## src/rtl/tomasulo_pkg.sv

```systemverilog
// Shared definitions for the Tomasulo issue path: RS index map, opcodes, class decode.
// Latency: n/a (types, constants and a pure function only).
// Backpressure: n/a.
package tomasulo_pkg;

    localparam int RS_IW = 4;

    localparam logic [RS_IW-1:0] RS_ADD1  = 4'd7;
    localparam logic [RS_IW-1:0] RS_ADD2  = 4'd8;
    localparam logic [RS_IW-1:0] RS_ADD3  = 4'd9;
    localparam logic [RS_IW-1:0] RS_MULT1 = 4'd10;
    localparam logic [RS_IW-1:0] RS_MULT2 = 4'd11;

    localparam logic [6:0] OP_LOAD   = 7'b0000011;
    localparam logic [6:0] OP_STORE  = 7'b0100011;
    localparam logic [6:0] OP_REG    = 7'b0110011;
    localparam logic [6:0] OP_IMM    = 7'b0010011;
    localparam logic [6:0] F7_MULDIV = 7'b0000001;

    typedef enum logic [1:0] {
        CLS_LS,
        CLS_ADD,
        CLS_MULT,
        CLS_ILLEGAL
    } instr_class_e;

    typedef enum logic {
        ST_RUN,
        ST_STALL
    } disp_state_e;

    // Map opcode/funct7 onto the reservation-station class that executes it
    function automatic instr_class_e decode_class(input logic [6:0] opcode,
                                                  input logic [6:0] funct7);
        instr_class_e cls;
        cls = CLS_ILLEGAL;
        if (opcode == OP_LOAD || opcode == OP_STORE) begin
            cls = CLS_LS;
        end else if (opcode == OP_REG && funct7 == F7_MULDIV) begin
            cls = CLS_MULT;
        end else if (opcode == OP_REG || opcode == OP_IMM) begin
            cls = CLS_ADD;
        end
        return cls;
    endfunction

endpackage

```

## src/rtl/rs_pick.sv

```systemverilog
// Lowest-set-bit finder over a candidate mask of free reservation stations.
// Latency: combinational.
// Backpressure: none; found=0 tells the caller the class is full.
module rs_pick #(
    parameter int W  = 4,
    parameter int IW = (W > 1) ? $clog2(W) : 1
) (
    input  logic [W-1:0]  cand,
    output logic          found,
    output logic [IW-1:0] idx
);

    // Scan from the top so the lowest set bit is the last one to win
    always_comb begin
        found = |cand;
        idx   = '0;
        for (int i = W - 1; i >= 0; i--) begin
            if (cand[i]) begin
                idx = IW'(i);
            end
        end
    end

endmodule

```

## src/rtl/dispatch_alloc.sv

```systemverilog
// In-order issue allocator: assigns ROB tail entry plus lowest free RS of the decoded class.
// Latency: accept in cycle N -> issue_valid / index_* registered in cycle N+1, one cycle wide.
// Backpressure: in_ready drops on ROB-tail busy or class full; optional DISPATCH_STALL_CNT_EN adds stall_cnt.
module dispatch_alloc
    import tomasulo_pkg::*;
#(
    parameter int ROB_DEPTH = 8,
    parameter int LS_N      = 4,
    localparam int TW       = $clog2(ROB_DEPTH)
) (
    input  logic                clk,
    input  logic                rst_n,
    input  logic                in_valid,
    input  logic [31:0]         in_instr,
    output logic                in_ready,
    input  logic [ROB_DEPTH-1:0] rob_busy,
    input  logic [LS_N-1:0]     ls_busy,
    input  logic [2:0]          add_busy,
    input  logic [1:0]          mult_busy,
    output logic                issue_valid,
    output logic [TW-1:0]       index_rb,
    output logic [RS_IW-1:0]    index_rs,
    output logic [31:0]         instruction,
    output logic [4:0]          rs1,
    output logic [4:0]          rs2,
    output logic                illegal
`ifdef DISPATCH_STALL_CNT_EN
    ,
    output logic [15:0]         stall_cnt
`endif
);

    localparam int LS_IW = (LS_N > 1) ? $clog2(LS_N) : 1;

    instr_class_e       cls;
    logic               ls_found, add_found, mult_found;
    logic [LS_IW-1:0]   ls_idx;
    logic [1:0]         add_idx;
    logic               mult_idx;
    logic               slot_avail;
    logic [RS_IW-1:0]   pick_rs;
    logic               rob_free;
    logic               accept;
    logic               legal_acc;
    logic               illegal_acc;

    logic [TW-1:0]      tail_q, tail_d;
    logic [LS_N-1:0]    res_ls_q, res_ls_d;
    logic [2:0]         res_add_q, res_add_d;
    logic [1:0]         res_mult_q, res_mult_d;
    logic               issue_valid_q, issue_valid_d;
    logic               illegal_q, illegal_d;
    logic [TW-1:0]      index_rb_q, index_rb_d;
    logic [RS_IW-1:0]   index_rs_q, index_rs_d;
    logic [31:0]        instruction_q, instruction_d;
    logic [4:0]         rs1_q, rs1_d;
    logic [4:0]         rs2_q, rs2_d;
    disp_state_e        state_q, state_d;

    assign cls = decode_class(in_instr[6:0], in_instr[31:25]);

    // Reserved slots hide the one-cycle lag before the RS raises its own busy flag
    rs_pick #(.W(LS_N), .IW(LS_IW)) u_pick_ls (
        .cand  (~ls_busy & ~res_ls_q),
        .found (ls_found),
        .idx   (ls_idx)
    );

    rs_pick #(.W(3), .IW(2)) u_pick_add (
        .cand  (~add_busy & ~res_add_q),
        .found (add_found),
        .idx   (add_idx)
    );

    rs_pick #(.W(2), .IW(1)) u_pick_mult (
        .cand  (~mult_busy & ~res_mult_q),
        .found (mult_found),
        .idx   (mult_idx)
    );

    // Select the slot availability and global RS index for the offered class
    always_comb begin
        slot_avail = 1'b0;
        pick_rs    = '0;
        case (cls)
            CLS_LS: begin
                slot_avail = ls_found;
                pick_rs    = RS_IW'(ls_idx);
            end
            CLS_ADD: begin
                slot_avail = add_found;
                pick_rs    = RS_ADD1 + RS_IW'(add_idx);
            end
            CLS_MULT: begin
                slot_avail = mult_found;
                pick_rs    = RS_MULT1 + RS_IW'(mult_idx);
            end
            default: begin
                slot_avail = 1'b0;
                pick_rs    = '0;
            end
        endcase
    end

    // Handshake: the same-cycle commit of the tail entry is deliberately not bypassed
    always_comb begin
        rob_free    = !rob_busy[tail_q];
        in_ready    = !rst_n && ((cls == CLS_ILLEGAL) || (rob_free && slot_avail));
        accept      = in_valid && in_ready;
        illegal_acc = accept && (cls == CLS_ILLEGAL);
        legal_acc   = accept && (cls != CLS_ILLEGAL);
    end

    // Next-state of the allocation datapath; data outputs hold when nothing issues
    always_comb begin
        tail_d        = tail_q;
        res_ls_d      = '0;
        res_add_d     = '0;
        res_mult_d    = '0;
        issue_valid_d = legal_acc;
        illegal_d     = illegal_acc;
        index_rb_d    = index_rb_q;
        index_rs_d    = index_rs_q;
        instruction_d = instruction_q;
        rs1_d         = rs1_q;
        rs2_d         = rs2_q;
        if (illegal_acc) begin
            res_ls_d   = res_ls_q;
            res_add_d  = res_add_q;
            res_mult_d = res_mult_q;
        end
        if (legal_acc) begin
            tail_d        = tail_q + TW'(1);
            index_rb_d    = tail_q;
            index_rs_d    = pick_rs;
            instruction_d = in_instr;
            rs1_d         = in_instr[19:15];
            rs2_d         = in_instr[24:20];
            case (cls)
                CLS_LS:   res_ls_d   = LS_N'(1) << ls_idx;
                CLS_ADD:  res_add_d  = 3'b001 << add_idx;
                CLS_MULT: res_mult_d = 2'b01 << mult_idx;
                default:  ;
            endcase
        end
    end

    // Datapath registers with synchronous active-high reset
    always_ff @(posedge clk) begin
        if (rst_n) begin
            tail_q        <= '0;
            res_ls_q      <= '0;
            res_add_q     <= '0;
            res_mult_q    <= '0;
            issue_valid_q <= 1'b0;
            illegal_q     <= 1'b0;
            index_rb_q    <= '0;
            index_rs_q    <= '0;
            instruction_q <= '0;
            rs1_q         <= '0;
            rs2_q         <= '0;
        end else begin
            tail_q        <= tail_d;
            res_ls_q      <= res_ls_d;
            res_add_q     <= res_add_d;
            res_mult_q    <= res_mult_d;
            issue_valid_q <= issue_valid_d;
            illegal_q     <= illegal_d;
            index_rb_q    <= index_rb_d;
            index_rs_q    <= index_rs_d;
            instruction_q <= instruction_d;
            rs1_q         <= rs1_d;
            rs2_q         <= rs2_d;
        end
    end

    assign issue_valid = issue_valid_q;
    assign illegal     = illegal_q;
    assign index_rb    = index_rb_q;
    assign index_rs    = index_rs_q;
    assign instruction = instruction_q;
    assign rs1         = rs1_q;
    assign rs2         = rs2_q;

    // FSM state register
    always_ff @(posedge clk) begin
        if (rst_n) begin
            state_q <= ST_RUN;
        end else begin
            state_q <= state_d;
        end
    end

    // FSM next state: STALL while the head instruction is refused, back to RUN on accept
    always_comb begin
        state_d = state_q;
        case (state_q)
            ST_RUN:   if (in_valid && !in_ready) state_d = ST_STALL;
            ST_STALL: if (accept)                state_d = ST_RUN;
            default:  state_d = ST_RUN;
        endcase
    end

`ifdef DISPATCH_STALL_CNT_EN
    logic        stall_inc;
    logic [15:0] stall_cnt_q, stall_cnt_d;

    // FSM output: count stalled cycles, saturating
    always_comb begin
        stall_inc   = (state_q == ST_STALL) && (stall_cnt_q != 16'hFFFF);
        stall_cnt_d = stall_inc ? stall_cnt_q + 16'd1 : stall_cnt_q;
    end

    // Stall counter register
    always_ff @(posedge clk) begin
        if (rst_n) begin
            stall_cnt_q <= '0;
        end else begin
            stall_cnt_q <= stall_cnt_d;
        end
    end

    assign stall_cnt = stall_cnt_q;
`endif

endmodule

```

## config.mk

```make
export PLATFORM = sky130hd
export DESIGN_NAME = dispatch_alloc
export DESIGN_NICKNAME = d
export VERILOG_FILES = /design/src/rtl/tomasulo_pkg.sv /design/src/rtl/rs_pick.sv /design/src/rtl/dispatch_alloc.sv
export SDC_FILE = /design/constraint.sdc
export NUM_CORES = 1
export LEC_CHECK = 0
export ABC_AREA = 1
export BUFFER_PORTS_ARGS = -buffer_cell sky130_fd_sc_hd__buf_4
export CORE_MARGIN = 4
export CORE_UTILIZATION = 54
export CTS_BUF_LIST = sky130_fd_sc_hd__clkbuf_8
export CTS_CLUSTER_SIZE = 28
export DETAILED_ROUTE_END_ITERATION = 10
export PLACE_DENSITY = 0.87
export SYNTH_ARGS = -nofsm -noshare
export SYNTH_HDL_FRONTEND = slang
export SYNTH_SLANG_ARGS = --single-unit
```

## constraint.sdc

```tcl
create_clock -name clk -period 2.77 [get_ports clk]
set_clock_uncertainty 0.15 [all_clocks]
set_input_delay 0.1385 -clock clk [delete_from_list [all_inputs] [get_ports clk]]
set_output_delay 0.1385 -clock clk [all_outputs]
set_load 0.01 [all_outputs]
```

==> out/results.txt <==
Clock Root Buffer = clkbuf_8
Cell with the most instances after synthesis = nand2_1
Area grow syn2layout = 41.7%
Largest cells by area after synthesis = dfxtp_1, nand2_1, nor2_1
Starting Density = 56.0%
Worst setup EP type = flip-flop
Core ar. = 4720 sq um
P_sw = 335 uW
Vias = 2720
Synth warnings = 0
Worst hold path stage count = 4
F_max = 417 MHz
Standard-cell rows = 25
First drt pass iteration count = 4
Clock latency on the worst-skew pair = 0.30 ns
Initial antenna violation count = 0
Peak supply drop = 0.275 mV
Total GRT Usage = 23.6%
Clk slew on worst S/H paths = 0.09 ns
Post-synth EDFFs = 0
Final setup TNS = 0 ns
RSZ-0062 raised after global routing = false
Fillers = 339
Simple logic cell fraction of the synthesized area = 35.3%
Most frequent cell on the critical path = nand2_1
Total power = 1370 uW
Post-Synthesis Cells = 397
Worst hold path startpoint = ls_busy[1]
# clock sinks = 53
CP cell instances = dlygate4sd3_1 > buf_4 > nor3_1 > nand3_1 > nand2_2 > nand2_1 > nand2_1 > nand2_1 > nand2_4 > nand3_4 > buf_12 > nor2_1 > nor2_1
Largest net degree at the start of global routing = 58
Kind of critical path = input pin to flip-flop
Top post-synthesis cells by count = nand2_1, nor2_1, inv_1
Synth top area share = 40.1%
Largest family of logic cells by synthesized area = simple AND/OR/NAND/NOR gates
DR DRC count = 0
Final critical-path required period = 2.40 ns
CTS tree = done
Post-CTS resize count = 0
Synth Net Count = 454
Final hold violations = 0
Post-synth top flop = dfxtp_1
Antenna Violating Nets Remaining = 0
Max-slew headroom = 79.1%
Leak = 0.00198 uW
Slew @ Worst Pin = 0.314 ns
GR Overflow Total = 0
Final #Nets = 572
First-pass GRT wire length = 11700 microns
Pwr dens = 367 nW/um^2
Wire per inst = 12.1 microns
Synthesized area = 2640 sq um
Layout cells sized above 1 = 25.2%
Diodes inserted = 0
Number of port buffers = 103
Sequential cell area fraction in the yosys report = 40.1%
Area leader, netlist = dfxtp_1
Synth Area in Compound Gates = 6.81%
Cells on worst reg2reg path = 12
DRT iter0 DRCs = 114
Num CTS Buffers = 5
Final period util = 86.6%
Post-CTS Setup Inserts = 0
Die area = 6080 sq um
Status = finished clean
Worst setup path startpoint = in_instr[5]
WP data arrival = 2.46 ns
Mux contribution to synthesized area = 0%
CTS Buffer Depth = 2
Syn Area/Cell = 6.66 sq um
Flops & latches, synth = 53
Critical path's slowest cell = dlygate4sd3_1
Ports = 104
HPWL after detailed placement = 4810 microns
Vias in the first global route = 2605
Comb pwr share = 13.3%
Post-synth ARST share = 0%
H-tree depth = 2
Finish-stage setup viols = 0
Worst-path fanout max = 57
Critical R2R Capture = instruction[13]$_SDFFE_PP0P_
Critical path buffer and inverter count = 3
Worst setup SP type = input pin
Drt via density = 4.67
Worst Hold End = res_ls_q[1]$_SDFF_PP0_
Die width = 78.0 microns
GP Congestion = 0.779
WL final = 7050 microns
R2R Setup Slk = 0.47 ns
Internal Dissipation = 1040 uW
Min-delay worst type = input pin to flip-flop
Crit Reg-Reg Startpoint = tail_q[0]$_SDFFE_PP0P_
Crit-path max cell delay = 0.54 ns
Max Cap Violations = 0
Unique masters post-synth = 29
Height of the die = 78.0 microns
WP data required = 2.82 ns
Crit-path leading delay family = simple AND/OR/NAND/NOR gates
Adder-cell share of the synthesized area = 2.37%
Power share of the sequential group = 56.0%
XOR/XNOR Fraction of Synth Area = 0.331%
Clock power share = 30.7%
Sw Ratio = 24.4%
Max-slew violation count = 0
## worst max-delay path by stage
stage	end	slack, ns	depth (start not counted)
after CTS	instruction[19]$_SDFFE_PP0P_	0.40	13
after global routing	instruction[20]$_SDFFE_PP0P_	0.23	16
after global placement	instruction[12]$_SDFFE_PP0P_	0.60	12
final	instruction[13]$_SDFFE_PP0P_	0.37	13
after detailed placement	instruction[19]$_SDFFE_PP0P_	0.53	12
after floorplan	index_rb[2]$_SDFFE_PP0P_	0.96	13
## stage by stage
| stage | hold WS (ns) | utilization [%] | worst slack [ns] | area [sq um] | cells |
|---|---|---|---|---|---|
| 2_1_floorplan | 0.123 | - | 0.960 | 2640 | 397 |
| 4_1_cts | 0.0133 | 79.3 | 0.397 | 3750 | 583 |
| 5_1_grt | 0.0390 | 79.3 | 0.233 | 3750 | 583 |
| 3_3_place_gp | 0.211 | 71.6 | 0.605 | 3380 | 547 |
| 3_5_place_dp | 0.216 | 71.6 | 0.532 | 3380 | 547 |
| 6_report | 0.0134 | 79.3 | 0.370 | 3750 | 583 |
## kinds of logic after synthesis
logic type      count (synthesis)
fa+ha+maj                       5
simple gates                  222
compound gates                 28
xor+xnor                        1
flops                          53
buf+inv                        88
## power groups by stage
stage          clock [uW]  combinational [uW]  sequential [uW]
2_1_floorplan           0                62.7              789
3_3_place_gp            0                 144              787
3_5_place_dp            0                 146              787
4_1_cts               430                 180              769
5_1_grt               463                 199              770
6_report              422                 183              769
## registers in the layout, indices dropped and copies added, names as in the netlist
register / cells
illegal: 1
index_rb: 3
index_rs: 4
instruction: 32
issue_valid: 1
res_add_q: 3
res_ls_q: 4
res_mult_q: 2
tail_q: 3
## layout make-up
class                   count  area (sq um)  area share, %
inverters                  65           244           6.51
clock inverters             3          15.0          0.401
multi-input cells         256          1180           31.6
clock buffers               5          68.8           1.84
flip-flops and latches     53          1060           28.3
well taps                  67          83.8           2.24
repair buffers            134          1090           29.1
## layer usage
metal | vias up | GRT usage [%] | wire, microns
met5 | - | 0 | 0
met4 | 0 | 7.17 | 112
met3 | 9 | 5.45 | 548
met2 | 104 | 42.3 | 3420
met1 | 1196 | 27.7 | 2970
li1 | 1411 | - | -
## placed cells by master (no fill, tap or decap)
master	instances
o21bai_1	1
nand3_1	10
o21ai_0	5
o21ai_1	3
nand2_4	2
buf_12	1
and2_1	1
a22oi_1	3
nand3_4	1
nand2_2	1
nand4_1	7
inv_1	63
nor2_4	3
nor3_1	3
clkinvlp_4	1
dlygate4sd3_1	28
buf_4	105
o22ai_2	3
nor2_2	1
a21oi_2	2
nand2_1	109
nor2_1	81
clkinv_1	2
clkbuf_8	5
inv_2	2
dfxtp_1	53
xor2_1	1
ha_1	5
a21oi_1	11
or2_2	3
## worst min-delay path, stage by stage
cell     delay [ns]
buf_4          0.07
inv_1          0.04
nand4_1        0.10
o22ai_2        0.07
## timing repair
action | 4_1_cts | 5_1_grt
hold buffers | 28 | 0
setup endpoints to repair | 0 | 0
endpoints found under the hold margin | 36 | 0
Note: power is estimated with default switching activity, not from simulation.
